[src/rtl/cdc_handshake_tx.sv]
// Source-domain side of a 4-phase req/ack handshake. It captures one payload
// word and raises req, then waits for the synchronized ack to rise and fall.
// An optional watchdog stops a transfer that never receives an ack.
module cdc_handshake_tx #(
  parameter int WIDTH      = 8,
  parameter int SYNC_STAGE = 2,
  parameter int TIMEOUT    = 255
) (
  input  logic             clk,
  input  logic             res,
  input  logic             valid,
  input  logic [WIDTH-1:0] din,
  output logic             ready,
  output logic             req,
  output logic [WIDTH-1:0] dout,
  input  logic             ack,
  output logic             done,
  output logic             timeout
);

  // A zero TIMEOUT leaves a 1-bit counter that never moves.
  localparam int CNT_W = (TIMEOUT > 0) ? $clog2(TIMEOUT + 1) : 1;

  typedef enum logic [1:0] {
    IDLE         = 2'd0,
    WAIT_ACK     = 2'd1,
    WAIT_RELEASE = 2'd2
  } state_t;

  state_t                state_r;
  logic [SYNC_STAGE-1:0] ack_sync_r;
  logic                  ack_s;
  logic                  req_r;
  logic [WIDTH-1:0]      dout_r;
  logic                  done_r;
  logic                  timeout_r;
  logic                  aborted_r;
  logic [CNT_W-1:0]      cnt_r;
  logic                  ready_s;
  logic                  cnt_hit_s;

  // The final synchronizer stage is the only copy of ack that the FSM reads.
  assign ack_s = ack_sync_r[SYNC_STAGE-1];

  // ready comes from the state register alone, so it has no path from valid.
  assign ready_s = (state_r == IDLE);

  // cnt_hit_s means the counter reaches TIMEOUT at this edge.
  always_comb begin
    if (TIMEOUT != 0) begin
      cnt_hit_s = (cnt_r == CNT_W'(TIMEOUT - 1));
    end else begin
      cnt_hit_s = 1'b0;
    end
  end

  // Synchronizer chain that carries ack in from the destination domain.
  always_ff @(posedge clk) begin
    if (res) begin
      ack_sync_r <= '0;
    end else begin
      ack_sync_r[0] <= ack;
      for (int i = 1; i < SYNC_STAGE; i++) begin
        ack_sync_r[i] <= ack_sync_r[i-1];
      end
    end
  end

  // Handshake FSM, including the payload register, status pulses and watchdog.
  always_ff @(posedge clk) begin
    if (res) begin
      state_r   <= IDLE;
      req_r     <= 1'b0;
      dout_r    <= '0;
      done_r    <= 1'b0;
      timeout_r <= 1'b0;
      aborted_r <= 1'b0;
      cnt_r     <= '0;
    end else begin
      done_r    <= 1'b0;
      timeout_r <= 1'b0;
      case (state_r)
        IDLE: begin
          if (valid && ready_s) begin
            dout_r    <= din;
            req_r     <= 1'b1;
            cnt_r     <= '0;
            aborted_r <= 1'b0;
            state_r   <= WAIT_ACK;
          end
        end
        WAIT_ACK: begin
          if (TIMEOUT != 0) begin
            cnt_r <= cnt_r + CNT_W'(1);
          end
          // A real ack wins over a watchdog expiry in the same cycle.
          if (ack_s) begin
            req_r   <= 1'b0;
            state_r <= WAIT_RELEASE;
          end else if (cnt_hit_s) begin
            req_r     <= 1'b0;
            timeout_r <= 1'b1;
            aborted_r <= 1'b1;
            state_r   <= WAIT_RELEASE;
          end
        end
        WAIT_RELEASE: begin
          // An aborted transfer waits for ack to clear but reports no done.
          if (!ack_s) begin
            done_r  <= ~aborted_r;
            state_r <= IDLE;
          end
        end
        default: begin
          req_r   <= 1'b0;
          state_r <= IDLE;
        end
      endcase
    end
  end

  assign ready   = ready_s;
  assign req     = req_r;
  assign dout    = dout_r;
  assign done    = done_r;
  assign timeout = timeout_r;

endmodule

[config.mk]
export PLATFORM = sky130hd
export DESIGN_NAME = cdc_handshake_tx
export DESIGN_NICKNAME = d
export VERILOG_FILES = /design/src/rtl/cdc_handshake_tx.sv
export SDC_FILE = /design/constraint.sdc
export NUM_CORES = 1
export LEC_CHECK = 0
export ABC_AREA = 1
export ABC_CLOCK_PERIOD_IN_PS = 2090
export CORE_MARGIN = 3
export CORE_UTILIZATION = 45
export CTS_BUF_LIST = sky130_fd_sc_hd__clkbuf_4
export DETAILED_ROUTE_END_ITERATION = 6
export PLACE_DENSITY = 0.84
export REMOVE_ABC_BUFFERS = 1
export SLEW_MARGIN = 20
export SYNTH_ARGS = -nofsm -noshare
export SYNTH_HDL_FRONTEND = slang
export SYNTH_SLANG_ARGS = --single-unit
[constraint.sdc]
create_clock -name clk -period 2.09 [get_ports clk]
set_clock_uncertainty 0.05 [all_clocks]
set_input_delay 0.3135 -clock clk [delete_from_list [all_inputs] [get_ports clk]]
set_output_delay 0.3135 -clock clk [all_outputs]
set_load 0.03 [all_outputs]
Yosys cells after proc, flatten, opt, wreduce, memory -nomap -nowiden:

Cells that the tools add are included.
Widths: inputs -> output; s select.

* bits in registers: 24
* input bits: 12
* output and inout bits: 12

* add/sub/neg operators: 1
* equal/unequal tests: 8
* multiplexer cells: 16
* bitwise logic cells: 3
* reductions and logical operators: 10

Operator list (count)
* $pmux 8 s2: 1
* $add 8x1->8 const B: 1
* $eq 8x8->1 const B: 1
* $mux 2: 4
* $mux 8: 1
* $mux 1: 7
* $ne 2x2->1 const B: 3
* $pmux 2 s3: 1
* $reduce_and 3->1: 2
* $reduce_or 3->1: 2
* $reduce_and 2->1: 2
* $reduce_and 4->1: 1
* $ne 3x3->1 const B: 1
* $not 1->1: 3
* $pmux 1 s3: 1
* $eq 2x1->1 const B: 1
* $eq 2x2->1 const B: 1
* $logic_not 2->1: 1
* $ne 2x1->1 const B: 1
* $pmux 1 s2: 1
* $reduce_bool 2->1: 1
* $logic_and 1x1->1: 1

Depth between registers and ports, before layout:

Gate-level depths: netlist of run 1.

* depth in word-level cells: 4
* gate-level depth with buffers: 9

Least setup slack after synthesis of run 1:

OpenSTA, ideal clock, no wires.

* kind: register -> register
* start: register state_r[1]
* end: register cnt_r[0]
* library setup time: 0.134 ns
* arrival: 1.160 ns
* data required time: 1.906 ns
* setup slack: 0.746 ns
* cell stages (with the launch flop): 7
* buffers on the path: 0
* cell sequence: dfxtp_1 > nor2_2 > nand2_2 > inv_2 > nor2_4 > nor2_1 > a211oi_2

* word-level cells in the longest chain between the ends: 4
* elaborated cells on any way between the ends: 7
* classes of those cells: eq/ne (2); mux (1); reduce/logical (4)

Ends and longest elaborated chain
* start: declaration: RTL line 30 `state_t state_r;`
* start signal: assignment: RTL line 72 `state_r <= IDLE;`
* start signal: assignment: RTL line 89 `state_r <= WAIT_ACK;`
* start signal: assignment: RTL line 99 `state_r <= WAIT_RELEASE;`
* $logic_not 2->1 *: RTL line 46 `assign ready_s = (state_r == IDLE);`
* via ready: RTL line 13 `output logic ready,`
* $logic_and 1x1->1: RTL line 84 `if (valid && ready_s) begin`
* $ne 2x1->1 (no source line)
* $reduce_and 2->1 (no source line)
* end signal: assignment: RTL line 94 `cnt_r <= cnt_r + CNT_W'(1);`
* end: declaration: RTL line 38 `logic [CNT_W-1:0] cnt_r;`

The timed path passes the listed nets; every way through them passes the cells marked *.
A chain may end at the register's enable or synchronous reset.

Worst setup path after layout of run 1:

* start: register state_r[1]
* end: output port ready

* word-level cells in the longest chain between the ends: 1

Ends and longest elaborated chain (RTL line)
* $logic_not 2->1: 46
* end: declaration: 13

No other way between the ends.

==> results of run 1 <==
==> stage by stage <==
stage,utilization [%],total power [mW],setup slack [ns],hold slack [ns]
after global routing,63.6,1.02,0.110,0.385
after global placement,62.3,0.771,0.525,0.341
final,63.6,0.966,0.193,0.367
after CTS,63.6,0.974,0.180,0.368
after floorplan,-,0.677,0.658,0.333
after detailed placement,62.3,0.780,0.463,0.348
==> placed cells by master, fill, tap and decap left out <==
| cell type | synthesis | layout |
|---|---|---|
| inv_1 | 11 | 11 |
| a21oi_1 | 10 | 10 |
| nor3_1 | 1 | 1 |
| o21bai_1 | 2 | 2 |
| o21ai_0 | 14 | 14 |
| nor2_1 | 25 | 25 |
| nor4_1 | 2 | 2 |
| nor2_2 | 3 | 3 |
| nand3_1 | 4 | 4 |
| ha_1 | 2 | 2 |
| or2_2 | 1 | 1 |
| dfxtp_1 | 24 | 24 |
| nand2_1 | 25 | 25 |
| nand2_2 | 3 | 3 |
| a211oi_2 | 1 | 1 |
| clkbuf_4 | 0 | 3 |
| nor2_4 | 1 | 1 |
| inv_4 | 1 | 1 |
| nand3_2 | 1 | 1 |
| inv_2 | 1 | 1 |
| nand4_1 | 1 | 1 |
| clkdlybuf4s50_1 | 0 | 23 |
| buf_4 | 0 | 1 |
| clkinv_1 | 0 | 1 |
==> routing by layer <==
| metal | up-vias | share of wire [%] | GRT usage (%) |
|---|---|---|---|
| met1 | 409 | 43 | 19.8 |
| met5 | - | 0 | 0 |
| met2 | 37 | 47 | 29.0 |
| li1 | 487 | - | - |
| met3 | 7 | 7.4 | 3.66 |
| met4 | 0 | 2.1 | 6.81 |
==> path summary, 6_finish.rpt <==
| check | start | end | slack, ns | cells past startpoint |
|---|---|---|---|---|
| max | state_r[1] | ready | 0.19 | 2 |
| min | ack_sync_r[0] | ack_sync_r[1] | 0.37 | 2 |
| max reg2reg | cnt_r[0] | aborted_r | 0.70 | 8 |
| min reg2reg | ack_sync_r[0] | ack_sync_r[1] | 0.37 | 2 |
==> registers in the layout, indices dropped and copies added (netlist names) <==
name	count
req	1
ack_sync_r	2
done	1
aborted_r	1
dout	8
state_r	2
cnt_r	8
timeout	1
==> worst reg2reg max path: stages (launching register included) <==
cell and delay, ns:
dfxtp_1 0.39, inv_1 0.09, ha_1 0.21, nand2_1 0.06
nor2_1 0.04, nand2_1 0.11, nand2_1 0.09, a21oi_1 0.18
nor3_1 0.07
==> cell type report <==
type / count / area (um^2)
Sequential cell: 24 / 480
Multi-Input combinational cell: 96 / 469
Clock inverter: 1 / 3.75
Fill cell: 183 / 743
Timing Repair Buffer: 24 / 238
Tap cell: 27 / 33.8
Clock buffer: 3 / 22.5
Inverter: 13 / 51.3
==> power groups by stage <==
stage / combinational [mW] / sequential, mW / clock [mW]
final: 0.254 / 0.514 / 0.198
after global routing: 0.281 / 0.519 / 0.219
after CTS: 0.256 / 0.514 / 0.204
after detailed placement: 0.255 / 0.525 / 0
after global placement: 0.248 / 0.524 / 0
after floorplan: 0.112 / 0.566 / 0
==> cells by family after synthesis <==
logic type	Yosys count	synth area share, %
and+or+nand+nor	67	29.3
AOI/OAI and AO/OA	27	14.6
DFF	24	47.4
buffers and inverters	16	6.30
adders and majority gates	2	2.47
==> impl_results.md, run 1 <==
- Status: completed
- Post-Layout Cell Count: 188
- Maximum number of pins on one net before global-route repair: 16
- Clk Latency, worst-skew pair: 0.31 ns
- LEAKAGE: 0.493 nW
- Initial Util: 49.6%
- Die height: 53.5 um
- Flop pwr share: 53.2%
- Detailed Place HPWL: 1.57 mm
- Root Buffer: clkbuf_4
- Buf/Inv on CP: 1
- Layout area overhead: 28.1%
- Main synth FF type: dfxtp_1
- First DRT Iteration DRCs: 29
- Final Critical Period: 1.90 ns
- Fraction of synthesis flops using an asynchronous set or reset pin: 0%
- Ant. Diodes: 0
- Switching part of the total power: 31.2%
- IO Count: 24
- Final hold vios: 0
- Final setup viols: 0
- Critical Path End Type: output port
- CTS tree: yes
- CTS buffer count: 3
- Placer Congestion: 0.872
- Clk pin slew, worst setup/hold paths: 0.12 ns
- DRC: 0
- DR vias/cell: 5.00
- Slew @ Worst Pin: 0.326 ns
- CP delay by family, top: buffers and inverters
- Antenna violations before repair: 0
- Tcrit/Tclk final: 90.7%
- Post-Syn Instances: 136
- Clk sink count: 24
- Max-Slew Margin vs Limit: 78.2%
- Rows: 16
- Fin area: 1300 um^2
- Avg Synthesized Cell Area: 7.45 um^2
- Grt ovf: 0
- Crit-path cells: nor2_2, clkdlybuf4s50_1
- CP max stage cell: clkdlybuf4s50_1
- EDFF count, synth: 0
- Buffers added on ports: 23
- H-Tree Level Count: 1
- Wirelength, routed: 2.08 mm
- Clk pwr share: 20.5%
- Cell area after synthesis: 1010 um^2
- Core area: 2040 um^2
- Sequential share of the synthesized area: 47.4%
- Max FO, Critical Path: 4
- Max clock buf depth: 2
- Post-synth cell types: 22
- Internal power: 0.665 mW
- Layout Nets: 176
- Cell taking the most area after synthesis: dfxtp_1
- RSZ-0062 raised after global routing: no
- DRT antenna net count: 0
- Area post-placement: 1270 um^2
- Share of cells above drive strength 1: 9.94%
- CTS Hold Bufs: 0
- Resized cells post-CTS: 0
- First-pass GRT wire length: 3.56 mm
- WL/cell: 11.0 um
- Leading cell types by count after synthesis: nand2_1 (25), nor2_1 (25), dfxtp_1 (24)
- Via count: 940
- Switching power: 0.302 mW
- Max-Cap Viols: 0
- CP max stage delay: 0.70 ns
- Post-Route Setup TNS: 0 ns
- Combinational share of power: 26.3%
- Die area: 2860 um^2
- Die W: 53.5 um
- Synth warn: 0
- Share of the synthesized area in the top cell type: 47.4%
- Setup crit start kind: register
- Worst EP arrival: 1.53 ns
- Final Max Slew Viols: 0
- Peak supply drop: 460 uV
- Number of global-route vias before repair: 865
- Fmax: 527 MHz
- Post-placement cell count: 184
- Total Routing Usage GR: 16.8%
- Top post-synthesis cells by area: dfxtp_1 (47%), nand2_1 (9.3%), nor2_1 (9.3%), o21ai_0 (6.9%), a21oi_1 (4.9%)
- Critical path class: reg -> out
- Pwr dens: 744 nW/um^2
- Worst endpoint required time: 1.73 ns
- Setup Buffers After CTS: 0
- #FFs+latches synth: 24
- First-pass iteration count of the detailed router: 4
- Hold WC Path Type: reg -> reg
No activity file was read; power rests on OpenSTA's default activity.
==> inputs of run 2 (changes only) <==
- RECOVER_POWER: unset -> 100
==> impl_results.md, run 2 (synthesis gave the netlist of run 1 again) <==
- Tcrit/Tclk final: 92.4% (was 90.7%)
- First DRT Iteration DRCs: 21 (was 29)
- Via count: 944 (was 940)
- Die W: 53.5 um (unchanged)
- Resized cells post-CTS: 0 (unchanged)
- Final setup viols: 0 (unchanged)
- First-pass GRT wire length: 3.56 mm (unchanged)
- Clk sink count: 24 (unchanged)
- Number of global-route vias before repair: 865 (unchanged)
- Layout Utilization: 62.8% (was 63.6%)
- Die area: 2860 um^2 (unchanged)
- WL/cell: 11.1 um (was 11.0 um)
- Final Critical Period: 1.93 ns (was 1.90 ns)
- DRT antenna net count: 0 (unchanged)
- Layout area overhead: 26.5% (was 28.1%)
- CTS buffer count: 3 (unchanged)
- RSZ-0062 raised after global routing: no (unchanged)
- Max-Cap Viols: 0 (unchanged)
- Worst EP arrival: 1.57 ns (was 1.53 ns)
- Core area: 2040 um^2 (unchanged)
- Min Hold Slack: 0.367 ns (about the same)
- Wirelength, routed: 2.09 mm (was 2.08 mm)
- Setup crit start kind: register (unchanged)
- Slew @ Worst Pin: 0.568 ns (was 0.326 ns)
- Antenna violations before repair: 0 (unchanged)
- Clk Latency, worst-skew pair: 0.31 ns (about the same)
- Initial Util: 49.6% (unchanged)
- Ant. Diodes: 0 (unchanged)
- Fmax: 518 MHz (was 527 MHz)
- Root Buffer: clkbuf_4 (unchanged)
- Setup Buffers After CTS: 0 (unchanged)
- Critical Path End Type: output port (unchanged)
- CTS Hold Bufs: 0 (unchanged)
- Commonest non-fill, non-tap cell in the layout: nor2_1
- DRC: 0 (unchanged)
- IO Count: 24 (unchanged)
- DR vias/cell: 5.02 (was 5.00)
- Final Max Slew Viols: 0 (unchanged)
- Layout Nets: 176 (unchanged)
- Grt ovf: 0 (unchanged)
- Share of cells above drive strength 1: 6.21% (was 9.94%)
- Buffers added on ports: 23 (unchanged)
- Clk pin slew, worst setup/hold paths: 0.12 ns (about the same)
- CTS tree: yes (unchanged)
- Max clock buf depth: 2 (unchanged)
- Worst endpoint required time: 1.73 ns (about the same)
- Status: completed (unchanged)
- First-pass iteration count of the detailed router: 4 (unchanged)
- Hold WC Path Type: reg -> reg (unchanged)
- Post-Route Setup TNS: 0 ns (unchanged)
- LEAKAGE: 0.518 nW (was 0.493 nW)
- H-Tree Level Count: 1 (unchanged)
- Max FO, Critical Path: 4 (unchanged)
- Placer Congestion: 0.872 (unchanged)
- FILL cells: 185 (was 183)
- Peak supply drop: 456 uV (was 460 uV)
- Maximum number of pins on one net before global-route repair: 16 (unchanged)
- Detailed Place HPWL: 1.57 mm (unchanged)
- Final hold vios: 0 (unchanged)
- Die height: 53.5 um (unchanged)
- Pwr dens: 743 nW/um^2 (was 744 nW/um^2)
- Max-Slew Margin vs Limit: 62.1% (was 78.2%)
- Rows: 16 (unchanged)
- Critical path class: reg -> out (unchanged)
- Total Routing Usage GR: 16.8% (unchanged)
- Most frequent cells in the layout: nor2_1 (27), nand2_1 (26), dfxtp_1 (24) (was nand2_1 (25), nor2_1 (25), dfxtp_1 (24))
## run 2: cell type report
class | count | area [um^2] | share of cell area, %
clock buffers | 3 | 22.5 | 1.76
clock inverters | 1 | 3.75 | 0.293
inverters | 13 | 51.3 | 4.00
multi-input cells | 96 | 457 | 35.6
flip-flops and latches | 24 | 480 | 37.5
well taps | 27 | 33.8 | 2.63
repair buffers | 24 | 234 | 18.2
## run 2: worst paths after layout
path	startpoint	endpoint	slack, ns	cells past startpoint
hold / removal	ack_sync_r[0]	ack_sync_r[1]	0.37	2
setup / recovery	state_r[1]	ready	0.16	2
setup reg to reg	state_r[1]	cnt_r[0]	0.43	6
hold reg to reg	ack_sync_r[0]	ack_sync_r[1]	0.37	2
## run 2: where the power goes
| group | internal [mW] | switching, mW | leakage [nW] |
|---|---|---|---|
| registers | 0.492 | 0.0195 | 0.197 |
| logic | 0.0918 | 0.151 | 0.306 |
| clock network | 0.0697 | 0.129 | 0.0154 |
## run 2: stage by stage
step	worst slack (ns)	power, mW	cells	instance area, um^2
2_1_floorplan	0.658	0.677	133	1000
3_3_place_gp	0.525	0.771	184	1270
3_5_place_dp	0.463	0.780	184	1270
4_1_cts	0.180	0.974	188	1300
5_1_grt	0.0583	1.00	188	1280
6_report	0.159	0.953	188	1280
## run 2: worst max-delay path: stages, from the launching register on
cell and delay [ns]:
dfxtp_1 0.36, nor2_1 0.20, clkdlybuf4s50_1 0.71
## run 2: metal layers
layer,part of all wire [%],GRT usage (%),up-vias
met5,0,0,-
met4,2.1,6.81,0
met3,5.9,3.66,7
met2,48,29.0,33
met1,44,19.8,417
li1,-,-,487
